$ cat src/rtl/prog_mod_cntr.sv
// Programmable up/down modulo-M counter with load, one-shot halt, terminal-count
// pulse and a wrap counter. mod_q==0 selects a modulus of 2**W.
module prog_mod_cntr #(
  parameter int W       = 10,
  parameter int MOD_DEF = 10,
  parameter int CW      = 8
) (
  input  logic          clk,
  input  logic          rst,
  input  logic          en,
  input  logic          up,
  input  logic          ld,
  input  logic [W-1:0]  ld_val,
  input  logic          mod_wr,
  input  logic [W-1:0]  mod_in,
  input  logic          oneshot,
  output logic [W-1:0]  cnt,
  output logic          tc,
  output logic          ld_err,
  output logic          halted,
  output logic [CW-1:0] wraps
);

  localparam logic [0:0] S_RUN  = 1'b0;
  localparam logic [0:0] S_HALT = 1'b1;
  localparam logic [W:0] ONE    = (W+1)'(1);

  logic [0:0]   state;
  logic [W-1:0] mod_q;
  logic [W:0]   m_full, m_last;
  logic         at_top, at_bot, step, wrap, ld_bad;
  logic [W-1:0] cnt_step;

  // Modulus held in W+1 bits so 2**W is representable.
  assign m_full = (mod_q == '0) ? {1'b1, {W{1'b0}}} : {1'b0, mod_q};
  assign m_last = m_full - ONE;

  assign at_top = ({1'b0, cnt} == m_last);
  assign at_bot = (cnt == '0);
  assign step   = (state == S_RUN) && en;
  assign wrap   = step && (up ? at_top : at_bot);
  assign ld_bad = ({1'b0, ld_val} >= m_full);

  always_comb begin
    cnt_step = cnt;
    if (up) cnt_step = at_top ? '0 : cnt + W'(1);
    else    cnt_step = at_bot ? m_last[W-1:0] : cnt - W'(1);
  end

  always_ff @(posedge clk) begin
    if (rst) begin
      cnt    <= '0;
      mod_q  <= W'(MOD_DEF);
      tc     <= 1'b0;
      ld_err <= 1'b0;
      wraps  <= '0;
      state  <= S_RUN;
    end else begin
      tc     <= 1'b0;
      ld_err <= 1'b0;
      if (mod_wr) begin
        mod_q <= mod_in;
        cnt   <= '0;
        wraps <= '0;
        state <= S_RUN;
      end else if (ld) begin
        cnt    <= ld_bad ? '0 : ld_val;
        ld_err <= ld_bad;
        state  <= S_RUN;
      end else if (step) begin
        cnt <= cnt_step;
        if (wrap) begin
          tc    <= 1'b1;
          wraps <= wraps + CW'(1);
          if (oneshot) state <= S_HALT;
        end
      end
    end
  end

  assign halted = (state == S_HALT);

endmodule

$ cat config.mk
export PLATFORM = sky130hd
export DESIGN_NAME = prog_mod_cntr
export DESIGN_NICKNAME = d
export VERILOG_FILES = /design/src/rtl/prog_mod_cntr.sv
export SDC_FILE = /design/constraint.sdc
export NUM_CORES = 1
export LEC_CHECK = 0
export CELL_PAD_IN_SITES_DETAIL_PLACEMENT = 0
export CELL_PAD_IN_SITES_GLOBAL_PLACEMENT = 1
export CORE_MARGIN = 5
export CORE_UTILIZATION = 35
export DETAILED_ROUTE_END_ITERATION = 12
export PLACE_DENSITY = 0.84
export SLEW_MARGIN = 10
export SYNTH_ARGS = -nofsm -noshare
export SYNTH_HDL_FRONTEND = slang
export SYNTH_SLANG_ARGS = --single-unit
$ cat constraint.sdc
create_clock -name clk -period 3.1 [get_ports clk]
set_input_delay 0.93 -clock clk [delete_from_list [all_inputs] [get_ports clk]]
set_output_delay 0.93 -clock clk [all_outputs]
set_load 0.03 [all_outputs]
==> Yosys cells after proc, flatten, opt, wreduce, memory -nomap -nowiden <==
Index checks and enable logic that the tools add are counted.
Widths: inputs -> output; s select.
{ "word_totals": {"reg_bits": 31, "inputBits": 27, "output_inout_bits": 21, "elab_cells": 35} }
{ "op_classes": {"addsub": 4, "magnitude_cmp": 1, "n_eq_ne": 1, "muxes": 9, "bitwise_logic": 3, "n_reduce_logical": 11} }
{ "ops": {"columns": ["op", "count"], "rows": [
  ["$mux 10", 6],
  ["$logic_not 10->1", 2],
  ["$eq 10x11->1", 1],
  ["$ge 10x11->1", 1],
  ["$mux 11", 1],
  ["$sub 11x1->11 const B", 1],
  ["$add 10x1->10 const B", 1],
  ["$sub 10x1->10 const B", 1],
  ["$add 8x1->8 const B", 1],
  ["$reduce_and 3->1", 2],
  ["$reduce_or 3->1", 2],
  ["$reduce_or 4->1", 1],
  ["$not 1->1", 3],
  ["$logic_and 1x1->1", 2],
  ["$mux 1", 2],
  ["$reduce_bool 2->1", 1],
  ["$reduce_or 2->1", 1]
]} }

==> Longest topological paths before layout <==
Gate-level depths: netlist (run 1).
{ "depth": {"depth_word": 8, "mapped_depth": 15, "depth_no_buf": 13} }

==> Worst setup path before layout (run 1) <==
No wires, ideal clock.
{ "synth_timing": {"path_kind": "flip-flop to flip-flop", "start": "reg mod_q[0]", "end": "reg cnt[0]", "setup_time_ps": 95, "arrival_ps": 3039, "required_ps": 3005, "path_slack_ps": -34, "stages_incl_launch_ff": 15, "path_buffers": 2, "synth_period_minus_slack_ps": 3134, "cell_sequence": "dfxtp_1 -> inv_1 -> ha_1 -> or3b_1 -> buf_2 -> or3_1 -> nand2_1 -> ha_1 -> a21o_1 -> a21oi_1 -> o21ai_0 -> a211oi_2 -> buf_2 -> a21oi_1 -> a221oi_1"} }
{ "synth_between": {"elab_chain_len": 8, "word_cells_on_any_way": 11, "classes_between": "add/sub: 1; order compare: 1; eq/ne: 1; mux: 7; reduce/logical: 1"} }
{ "synth_rtl": {"columns": ["item", "line_no", "source"], "rows": [
  ["start, declared", "29", "logic [W-1:0] mod_q;"],
  ["start signal, assigned", "53", "mod_q <= W'(MOD_DEF);"],
  ["start signal, assigned", "62", "mod_q <= mod_in;"],
  ["$logic_not 10->1", "35", "assign m_full = (mod_q == '0) ? {1'b1, {W{1'b0}}} : {1'b0, mod_q};"],
  ["$mux 11 *", "35", null],
  ["$sub 11x1->11", "36", "assign m_last = m_full - ONE;"],
  ["$eq 10x11->1", "38", "assign at_top = ({1'b0, cnt} == m_last);"],
  ["$mux 10 (2 in series)", "46", "if (up) cnt_step = at_top ? '0 : cnt + W'(1);"],
  ["$mux 10", "70", "end else if (step) begin"],
  ["$mux 10 *", "66", "end else if (ld) begin"],
  ["end signal, assigned", "67", "cnt <= ld_bad ? '0 : ld_val;"],
  ["end signal, assigned", "71", "cnt <= cnt_step;"],
  ["end, declared", "17", "output logic [W-1:0] cnt,"]
]} }
Mark *: on every way between the ends. The rest lies on a longest branch, timed or not. The select of a mux whose other input is x is not followed.
A chain may end at the register's enable or synchronous reset.

==> Worst setup path in the final report (run 1) <==
{ "layout_timing": {"start": "reg mod_q[1]", "end": "reg cnt[0]"} }
The elaborated chain is that of the path after synthesis.

==> results.sh, run 1 <==
export IMPL_final_common_cell="sky130_fd_sc_hd__clkdlybuf4s50_1"
export IMPL_setup_violations=0
export IMPL_status="finished, final reports clean"
export IMPL_initial_utilization_pct=36.08
export IMPL_power_density_over_the_cells_mw_per_mm2=332.8
export IMPL_tritoncts_num_sinks=31
export IMPL_synth_seq_cells=31
export IMPL_core_area_mm2=0.007727
export IMPL_critPathKind="reg -> reg"
export IMPL_synthToLayoutAreaGrowth_pct=32.99
export IMPL_synth_nets=405
export IMPL_drc_errors=0
export IMPL_antennaDiodeCount=0
export IMPL_min_delay_worst_type="reg -> reg"
export IMPL_final_max_slew_viol_count=0
export IMPL_num_io_pins=48
export IMPL_fraction_of_layout_cells_with_a_size_suffix_above_1_pct=16.20
export IMPL_critPathMaxStageDelay_ns=0.50
export IMPL_timing_critical_path_to_type="register"
export IMPL_timing_critical_path_cells="inv_1 > ha_2 > buf_4 > or4b_4 > o22a_4 > o311a_4 > nor4_4 > nand4_1 > buf_12 > a221oi_1 > a221oi_2"
export IMPL_remaining_antenna_violation_count_after_routing=0
export IMPL_slew_headroom_pct=56.53
export IMPL_drt_wl_total_um=8686
export IMPL_synth_edff_count=0
export IMPL_drt_iter0_drc=149
export IMPL_die_w_um=99.25
export IMPL_dieArea_mm2=0.009850
export IMPL_grt_start_max_net_pins=19
export IMPL_fp_row_count=32
export IMPL_hold_path_depth=2
export IMPL_period_utilisation_layout_pct=95.75
export IMPL_yosys_cell_types_count=64
export IMPL_worstSkewPairLatency_ns=0.29
export IMPL_power_leakage_nw=1.457
export IMPL_most_frequent_cells_in_the_layout="sky130_fd_sc_hd__clkdlybuf4s50_1 (47), sky130_fd_sc_hd__buf_4 (39), sky130_fd_sc_hd__nand2_1 (34)"
export IMPL_cp_buffers_inverters=3
export IMPL_grt_setup_unrepaired="no"
export IMPL_synth_area_per_cell_um2=7.658
export IMPL_worst_path_max_fanout=11
export IMPL_avgViaCountPerCell=5.616
export IMPL_post_layout_total_power_mw=1.234
export IMPL_final_core_util_pct=47.98
export IMPL_grt_first_pass_wirelength_um=14460
export IMPL_fillerInstances=749
export IMPL_fp_dieH_um=99.25
export IMPL_cpLargestDelayFamily="compound AO/OA/AOI/OAI gates"
export IMPL_ys_seq_area_share_pct=22.26
export IMPL_vias=2999
export IMPL_cts_tree="built"
export IMPL_area_sequential_um2=620.6
export IMPL_holdBufCountCts=0
export IMPL_grt_pass1_vias=2937
export IMPL_required_ns=3.26
export IMPL_depth_of_the_worst_register_to_register_path=11
export IMPL_avgRoutedWirePerCell_um=16.27
export IMPL_finalClockSkew_ns=0.004416
export IMPL_timing_hold_ws_ns=0.4648
export IMPL_layout_net_count=472
export IMPL_netlist_instances=364
export IMPL_cts_root_buffer_cell="sky130_fd_sc_hd__clkbuf_8"
export IMPL_crit_path_start_kind="register"
export IMPL_cts_made_buffers=5
export IMPL_finalHoldViolCount=0
export IMPL_h_tree_depth=2
export IMPL_synth_top_flop_cell="sky130_fd_sc_hd__dfxtp_1"
export IMPL_worst_endpoint_arrival_ns=3.13
export IMPL_first_pass_iters=5
export IMPL_irDropWorstVdd_uv=137.8
export IMPL_multi_input_area_mm2=0.002007
export IMPL_place_congestion=0.9025
export IMPL_globalRoute_totalOverflow=0
export IMPL_worst_pin_slew_ns=0.6356
export IMPL_drv_max_cap_violation_count=0
export IMPL_crit_cells=11
export IMPL_grt_antenna_before_repair=0
export IMPL_max_freq_ghz=0.3369
export IMPL_globalRouteTotalUtil_pct=17.92
export IMPL_synth_yosys_warnings=0
export IMPL_port_buffer_cells=47
export IMPL_post_dp_hpwl_um=6853
export IMPL_clock_path_buffers=2
export IMPL_postSynth_asyncResetShare_pct=0
export IMPL_fin_crit_ns=2.968
export IMPL_timing_critical_path_slowest_stage_cell="sky130_fd_sc_hd__or4b_4"
export IMPL_synth_area_mm2=0.002788
export IMPL_clk_pin_slew_worst_paths_ns=0.07
-- timing repair --
action,CTS,global route
gates cloned,0,1
endpoints found under the setup margin,1,12
pin swaps,0,5
buffers inserted,0,2
gates resized for setup,1,7
-- sequential cells by signal, summed over array words and instances (netlist names) --
register and cells:
mod_q 10, tc 1, ld_err 1, wraps 8
halted 1, cnt 10
-- layer usage --
layer | GRT usage [%] | wire length (um) | share of wire [%]
met5 | 0 | 0 | 0
met4 | 6.197 | 173 | 2.0
met3 | 3.576 | 525 | 6.0
met2 | 29.39 | 3999 | 46
met1 | 23.40 | 3988 | 46
-- worst reg2reg max path: cells and delay by family, from the launching register on --
kind	cells	cell delay (ns)
AO/OA/AOI/OAI	4	1.00
AND/OR/NAND/NOR	3	0.97
buffers and inverters	3	0.40
flip-flops	1	0.31
adder cells (fa/ha/maj)	1	0.17
-- logic make-up (layout without fill, tap and decap cells) --
logic type	count (synthesis)	in the layout	share of synthesized area [%]
xor+xnor	17	17	5.835
simple gates	154	154	30.88
compound gates	89	89	22.94
flops	31	31	22.26
buf+inv	45	113	6.777
mux	14	14	5.027
fa+ha+maj	14	14	6.284
-- cell usage after synthesis, drive strengths merged, types with 3 or more instances --
cell | number | area share (%)
a2111o | 4 | 1.6
a211oi | 5 | 1.5
a21o | 3 | 0.81
a21oi | 22 | 3.9
a221oi | 3 | 0.94
a31oi | 5 | 1.1
and2 | 5 | 1.1
and3 | 6 | 1.3
buf | 11 | 2.2
clkbuf | 17 | 2.3
dfxtp | 31 | 22
ha | 14 | 6.3
inv | 17 | 2.3
mux2i | 14 | 5.0
nand2 | 34 | 4.6
nand2b | 8 | 1.8
nand3 | 19 | 3.4
nand4 | 5 | 1.7
nor2 | 24 | 3.2
nor2b | 3 | 0.67
nor3 | 15 | 2.7
nor4 | 5 | 1.9
nor4b | 4 | 1.5
o211ai | 4 | 1.1
o21ai | 20 | 3.6
or2 | 5 | 1.1
or3 | 7 | 1.6
or4 | 6 | 1.8
xnor2 | 11 | 3.5
xor2 | 5 | 1.6
-- report_power, final --
group          switching (mW)  internal, mW
clock network           0.166         0.203
registers              0.0207         0.413
logic                   0.227         0.204
-- cell type report --
class,count,area share [%]
multi-input combinational,288,54.13
timing repair buffer,88,21.26
sequential,31,16.74
tap,102,3.442
clock buffer,8,2.700
inverter,17,1.721
-- worst paths after layout --
| kind | start | endpoint | slack, ns |
|---|---|---|---|
| setup / recovery | mod_q[1] | cnt[0] | 0.13 |
| hold / removal | wraps[7] | wraps[7] | 0.46 |
| setup reg to reg | mod_q[1] | cnt[0] | 0.13 |
| hold reg to reg | wraps[7] | wraps[7] | 0.46 |
-- metrics by stage --
step	cell area (um^2)	cells	TNS, ns	setup WS, ns
floorplan	2798	364	0	0.0004003
global placement	3566	523	-0.08624	-0.04220
detailed placement	3566	523	-0.5692	-0.1458
CTS	3669	531	0	0.01769
global route	3707	534	0	0.01709
finish	3707	534	0	0.1317
No activity file was read; power rests on OpenSTA's default activity.
==> inputs of run 2 (changes only) <==
--- a/config.mk
+++ b/config.mk
@@ -5,6 +5,7 @@
 export SDC_FILE = /design/constraint.sdc
 export NUM_CORES = 1
 export LEC_CHECK = 0
+export CAP_MARGIN = 15
 export CELL_PAD_IN_SITES_DETAIL_PLACEMENT = 0
 export CELL_PAD_IN_SITES_GLOBAL_PLACEMENT = 1
 export CORE_MARGIN = 5
==> results of run 2 <==
No change in the layout: final DEF, timing and power equal those of run 1.
==> edit 1: new RTL, flow settings as in run 2 <==
Change the parameter `W` from 10 to 20.
--- a/src/rtl/prog_mod_cntr.sv
+++ b/src/rtl/prog_mod_cntr.sv
@@ -1,7 +1,7 @@
 // Programmable up/down modulo-M counter with load, one-shot halt, terminal-count
 // pulse and a wrap counter. mod_q==0 selects a modulus of 2**W.
 module prog_mod_cntr #(
-  parameter int W       = 10,
+  parameter int W       = 20,
   parameter int MOD_DEF = 10,
   parameter int CW      = 8
 ) (
Interface: changed (resized cnt, ld_val and mod_in); port bits go from 48 to 78. No check against the original RTL was run, so the function may have changed too.
==> edit 1 against run 2 <==
Count of clock-buffer cells in the layout is 3 lower. Synthesized cell count is 68% higher. Sequential share of layout area is 1.7 points lower. Global-route usage is 3.7 points higher. Setup slack worse by 0.27 ns. Sequential cell count is 20 higher. Total power is 92% higher. Non-clock buffer count is 112 higher. The run now ends with setup timing left. Wire length is 110% higher. Synthesized area is 69% higher. Cell area is 85% higher.
==> edit 1: results (changes against run 2) <==
The DRC marker count from the first detailed-route iteration came out at 520 (+250%). The largest clock skew in the final design was 0.0201 ns (+0.0157 ns). The clock transition time at the flip-flop clock pins of the worst setup and hold paths came to 0.09 ns (+0.02 ns). The estimated wirelength of the detail-placed design came out at 13900 um (+100%).

The aggregate global-route resource usage came out at 0.216 (+0.0369). The worst-case setup slack after placement came out at -0.732 ns (-0.587 ns). The synthesized net count came to 684 (+69%). The highest-delay cell along the critical path is sky130_fd_sc_hd__or4_4. The largest vdd supply drop came out at 273 uV (+98%). Yosys attributes the largest share of cell area to sky130_fd_sc_hd__dfxtp_1, sky130_fd_sc_hd__ha_1, sky130_fd_sc_hd__xnor2_1, sky130_fd_sc_hd__mux2i_1, sky130_fd_sc_hd__nor2_1. The number of placed cells counting well taps was 925 (+77%).

The share of the clock period used by the worst path came out at 1.05 (+0.0878). The final reports fail on setup timing. The number of cells on the worst reg-to-reg path came out at 12 (+1). The number of global-route vias before repair is 5382 (+83%).

The worst-path maximum fanout is 4 (-7). The clock network latency to the later pin of the worst-skew pair came out at 0.31 ns (+0.02 ns). The number of iterations in the first detailed-routing pass is 6 (+1). The worst-case hold slack is 0.505 ns (+0.0405 ns). The post-synthesis instance area was 4710 um^2 (+69%). The run finished, with violations left. The sum of negative setup slack came out at -0.726 ns (-0.726 ns). Clock tree synthesis selected as its root buffer the cell sky130_fd_sc_hd__clkbuf_16.

The total placed instance area is 6330 um^2 (+77%). After synthesis, the most frequently instantiated cells are sky130_fd_sc_hd__nor2_1, sky130_fd_sc_hd__dfxtp_1, sky130_fd_sc_hd__nand2_1. The routed length per instance came to 18.8 um (+15%). The static leakage came out at 0.00276 uW (+89%).

The aggregate routed wire length is 17900 um (+110%). The layout cell share with drive strength beyond 1 came out at 0.257 (+0.0947). The worst-case setup margin in the final layout came to -0.140 ns (-0.272 ns). The number of setup violations in the final report came to 14 (+14). The wire length of the first global-routing pass came out at 28100 um (+94%). The share of synthesized area occupied by flip-flops and latches came to 0.217 (-0.00595). The port buffer count came to 77 (+64%). The family of cells with the greatest summed delay on the critical path is simple AND/OR/NAND/NOR gates. The count of mapped cells out of synthesis is 612 (+68%).
==> edit 1: changes by cell type in the layout (fill, tap and decap cells not counted), sizes merged, moves of 14 or more <==
cell,delta
a21oi,+16
buf,+86
clkdlybuf4s50,+14
dfxtp,+20
inv,+16
nor2,+36
nor3,+14
o21ai,+17
xnor2,+22
==> edit 1: kinds of logic after synthesis <==
logic type	after synthesis	share of synthesized area
AOI/OAI and AO/OA	153	0.221
xor gates and xnor gates	46	0.0884
adders and majority gates	25	0.0664
buffers and inverters	76	0.0730
DFF	51	0.217
muxes	23	0.0489
and+or+nand+nor	238	0.285
==> edit 1: per-layer routing <==
layer	GRT usage	share of wire	vias up
li1	-	-	2587
met1	0.288	0.44	2638
met2	0.360	0.49	215
met3	0.0237	0.050	31
met4	0.0814	0.027	0
met5	0	0	-
==> edit 1: tightest hold or removal path: stages, from the launching register on <==
cell,delay [ns]
sky130_fd_sc_hd__dfxtp_1,0.33
sky130_fd_sc_hd__o21ai_0,0.08
sky130_fd_sc_hd__a21oi_1,0.06
==> edit 1: power by group through the flow <==
stage	Combinational [uW]	Clock, uW	Sequential (uW)
6_report	1050	598	727
3_3_place_gp	951	0	740
5_1_grt	1130	631	731
3_5_place_dp	966	0	742
2_1_floorplan	584	0	751
4_1_cts	1010	610	726
==> edit 1: repair_timing <==
action                                  4_1_cts  5_1_grt
pin swaps                                    41       17
setup buffers                                11        6
cloned                                        1        0
endpoints found under the setup margin       28       29
resized for setup                            59       32
==> edit 1: stage by stage <==
step / utilization / total power (uW)
floorplan: - / 1340
global placement: 0.478 / 1690
detailed placement: 0.478 / 1710
CTS: 0.506 / 2340
global route: 0.517 / 2490
finish: 0.517 / 2370
==> edit 1: worst max-delay path by stage <==
stage / slack [ns] / cells after the start / end / startpoint
after floorplan: 0.002 / 12 / wraps[5] / mod_q[0]
after global placement: -0.62 / 13 / cnt[16] / ld_val[15]
after detailed placement: -0.73 / 13 / cnt[16] / ld_val[16]
after CTS: -0.14 / 13 / wraps[5] / mod_q[0]
after global routing: -0.25 / 13 / cnt[7] / mod_q[1]
final: -0.14 / 12 / cnt[7] / mod_q[1]
==> edit 1: final cells by class <==
cell class                      instances  area share
Inverter                               31      0.0170
Clock buffer                            5      0.0183
Sequential cell                        51       0.150
Multi-Input combinational cell        485       0.529
Clock inverter                          3     0.00384
Timing Repair Buffer                  200       0.250
Tap cell                              176      0.0322
==> edit 2: new RTL, settings of run 2 <==
Without the edit above. Reset style: asynchronous (`rst`), changed in one clocked block.
--- a/src/rtl/prog_mod_cntr.sv
+++ b/src/rtl/prog_mod_cntr.sv
@@ -47,7 +47,7 @@
     else    cnt_step = at_bot ? m_last[W-1:0] : cnt - W'(1);
   end
 
-  always_ff @(posedge clk) begin
+  always_ff @(posedge clk or posedge rst) begin
     if (rst) begin
       cnt    <= '0;
       mod_q  <= W'(MOD_DEF);
Formal check against the unedited RTL: differs if rst is asserted again (counterexample within 4 cycles, from zero or initial values and one cycle with rst high); with rst held inactive, the same outputs for 10 cycles.
==> edit 2 against run 2 <==
Sequential cell count is the same. Die area shrank 0.52%. Total power grew 28%. Synthesized area fell by 0.58%. Critical path depth is 5 lower. Non-clock buffer count shrank 16. Setup slack lost 0.046 ns. Wire length fell by 7.8%. Cell area shrank 3.4%. Clock skew increased by 0.0053 ns. Critical path type is now in2reg.
==> edit 2: results (changes against run 2) <==
The flow ran to the end, and the final reports show no timing, DRC or antenna violations. The total power density per cell area came out at 441 nW/um^2 (+33%). The share of synthesized cell area in full adder, half adder and majority cells was 0.0632 (+0.000369). The static leakage came to 0.00145 uW (-0.83%). The relative area of clock buffers and inverters in the final design came to 0.0280 (+0.000963). The DRC marker count from the first detailed-route iteration is 212 (+42%).

The total placed instance area is 3430 um^2 (-3.9%). The number of global-route vias before repair is 2575 (-12%). The number of buffers other than clock buffers in the final layout came out at 72 (-18%). The layout cell share with drive strength beyond 1 came out at 0.146 (-0.0163). The multi-input gate count came to 268 (-6.9%). The estimated wirelength of the detail-placed design is 6070 um (-11%). The switching power came out at 617 uW (+49%). For this run, the leading register cell type out of synthesis is sky130_fd_sc_hd__dfrtp_1. The largest vdd supply drop was 216 uV (+56%). After synthesis, the most frequently instantiated cells are sky130_fd_sc_hd__dfrtp_1, sky130_fd_sc_hd__nand2_1, sky130_fd_sc_hd__nor2_1.

The global routing usage on met3 is 0.0269 (-0.00887). The last weighted congestion value of the routability-driven placer was 0.936 (+3.7%). The met1 track utilization from global routing came out at 0.229 (-0.00526). The xor/xnor share of the synthesized area came to 0.0682 (+0.00982). The distinct cell type count after synthesis is 63 (-1.6%).

The maximum number of pins on one net before global-route repair came out at 32 (+13). The share of synthesized area occupied by flip-flops and latches came out at 0.281 (+0.0582). The met2 track utilization from global routing is 0.256 (-0.0382). The async set or reset register ratio after synthesis is 1.00 (+1.00). The met2 wire length came out at 3690 um (-7.6%). The fraction of the mapped netlist area in compound gates was 0.202 (-0.0275).

The aggregate global-route resource usage came out at 0.161 (-0.0179). The aggregate routed wire length came out at 8010 um (-7.8%). The met1 wire length came to 3730 um (-6.6%). The critical path's largest stage delay is 0.76 ns (+0.26 ns).

The worst slew slack as a fraction of its limit came to 0.432 (-0.133). The clock network fraction of design power is 0.228 (-0.071). The synthesized net count came out at 385 (-4.9%). The largest clock skew in the final design came out at 0.00968 ns (+0.00526 ns). The sequential power is 493 uW (+14%). The fraction of area in registers is 0.217 (+0.0500).

The final cell count without fillers is 500 (-6.4%). The share of cell area taken by multi-input logic gates was 0.515 (-0.0261). The largest individual stage delay along the critical path comes from the cell sky130_fd_sc_hd__a2111oi_0. The count of non-CTS inverters in the layout came out at 19 (+2). The wire length of the first global-routing pass is 13100 um (-9.5%). The mux cell area share after synthesis came to 0.0393 (-0.0110). The fill cell total of the finished layout was 742 (-0.93%).

The final design utilization was 0.463 (-0.0165). The worst-path maximum fanout came out at 5 (-6). The post-detailed-route via-to-cell ratio came out at 5.61 (about the same).
==> edit 2: changes by cell type in the layout (fill, tap and decap cells not counted), moves of 8 or more <==
cell / change
sky130_fd_sc_hd__nand4_1: +16
sky130_fd_sc_hd__dfrtp_1: +29
sky130_fd_sc_hd__nand3_1: -8
sky130_fd_sc_hd__mux2i_1: -11
sky130_fd_sc_hd__dfxtp_1: -31
sky130_fd_sc_hd__buf_4: -14
==> edit 2: path summary, 6_finish.rpt <==
kind | end | slack (ns) | startpoint | cells past startpoint
max | cnt[5] | 0.09 | ld_val[5] | 6
min | mod_q[1] | 0.56 | mod_q[1] | 2
max reg2reg | cnt[5] | 0.17 | mod_q[4] | 11
min reg2reg | mod_q[1] | 0.56 | mod_q[1] | 2
max in group asynchronous | mod_q[3] | 1.71 | rst | 3
min in group asynchronous | wraps[3] | 1.04 | rst | 3
==> edit 2: what timing repair did <==
action                                  4_1_cts  5_1_grt
buffers inserted                              0        2
gates resized for setup                       0        5
endpoints found under the setup margin        0       14
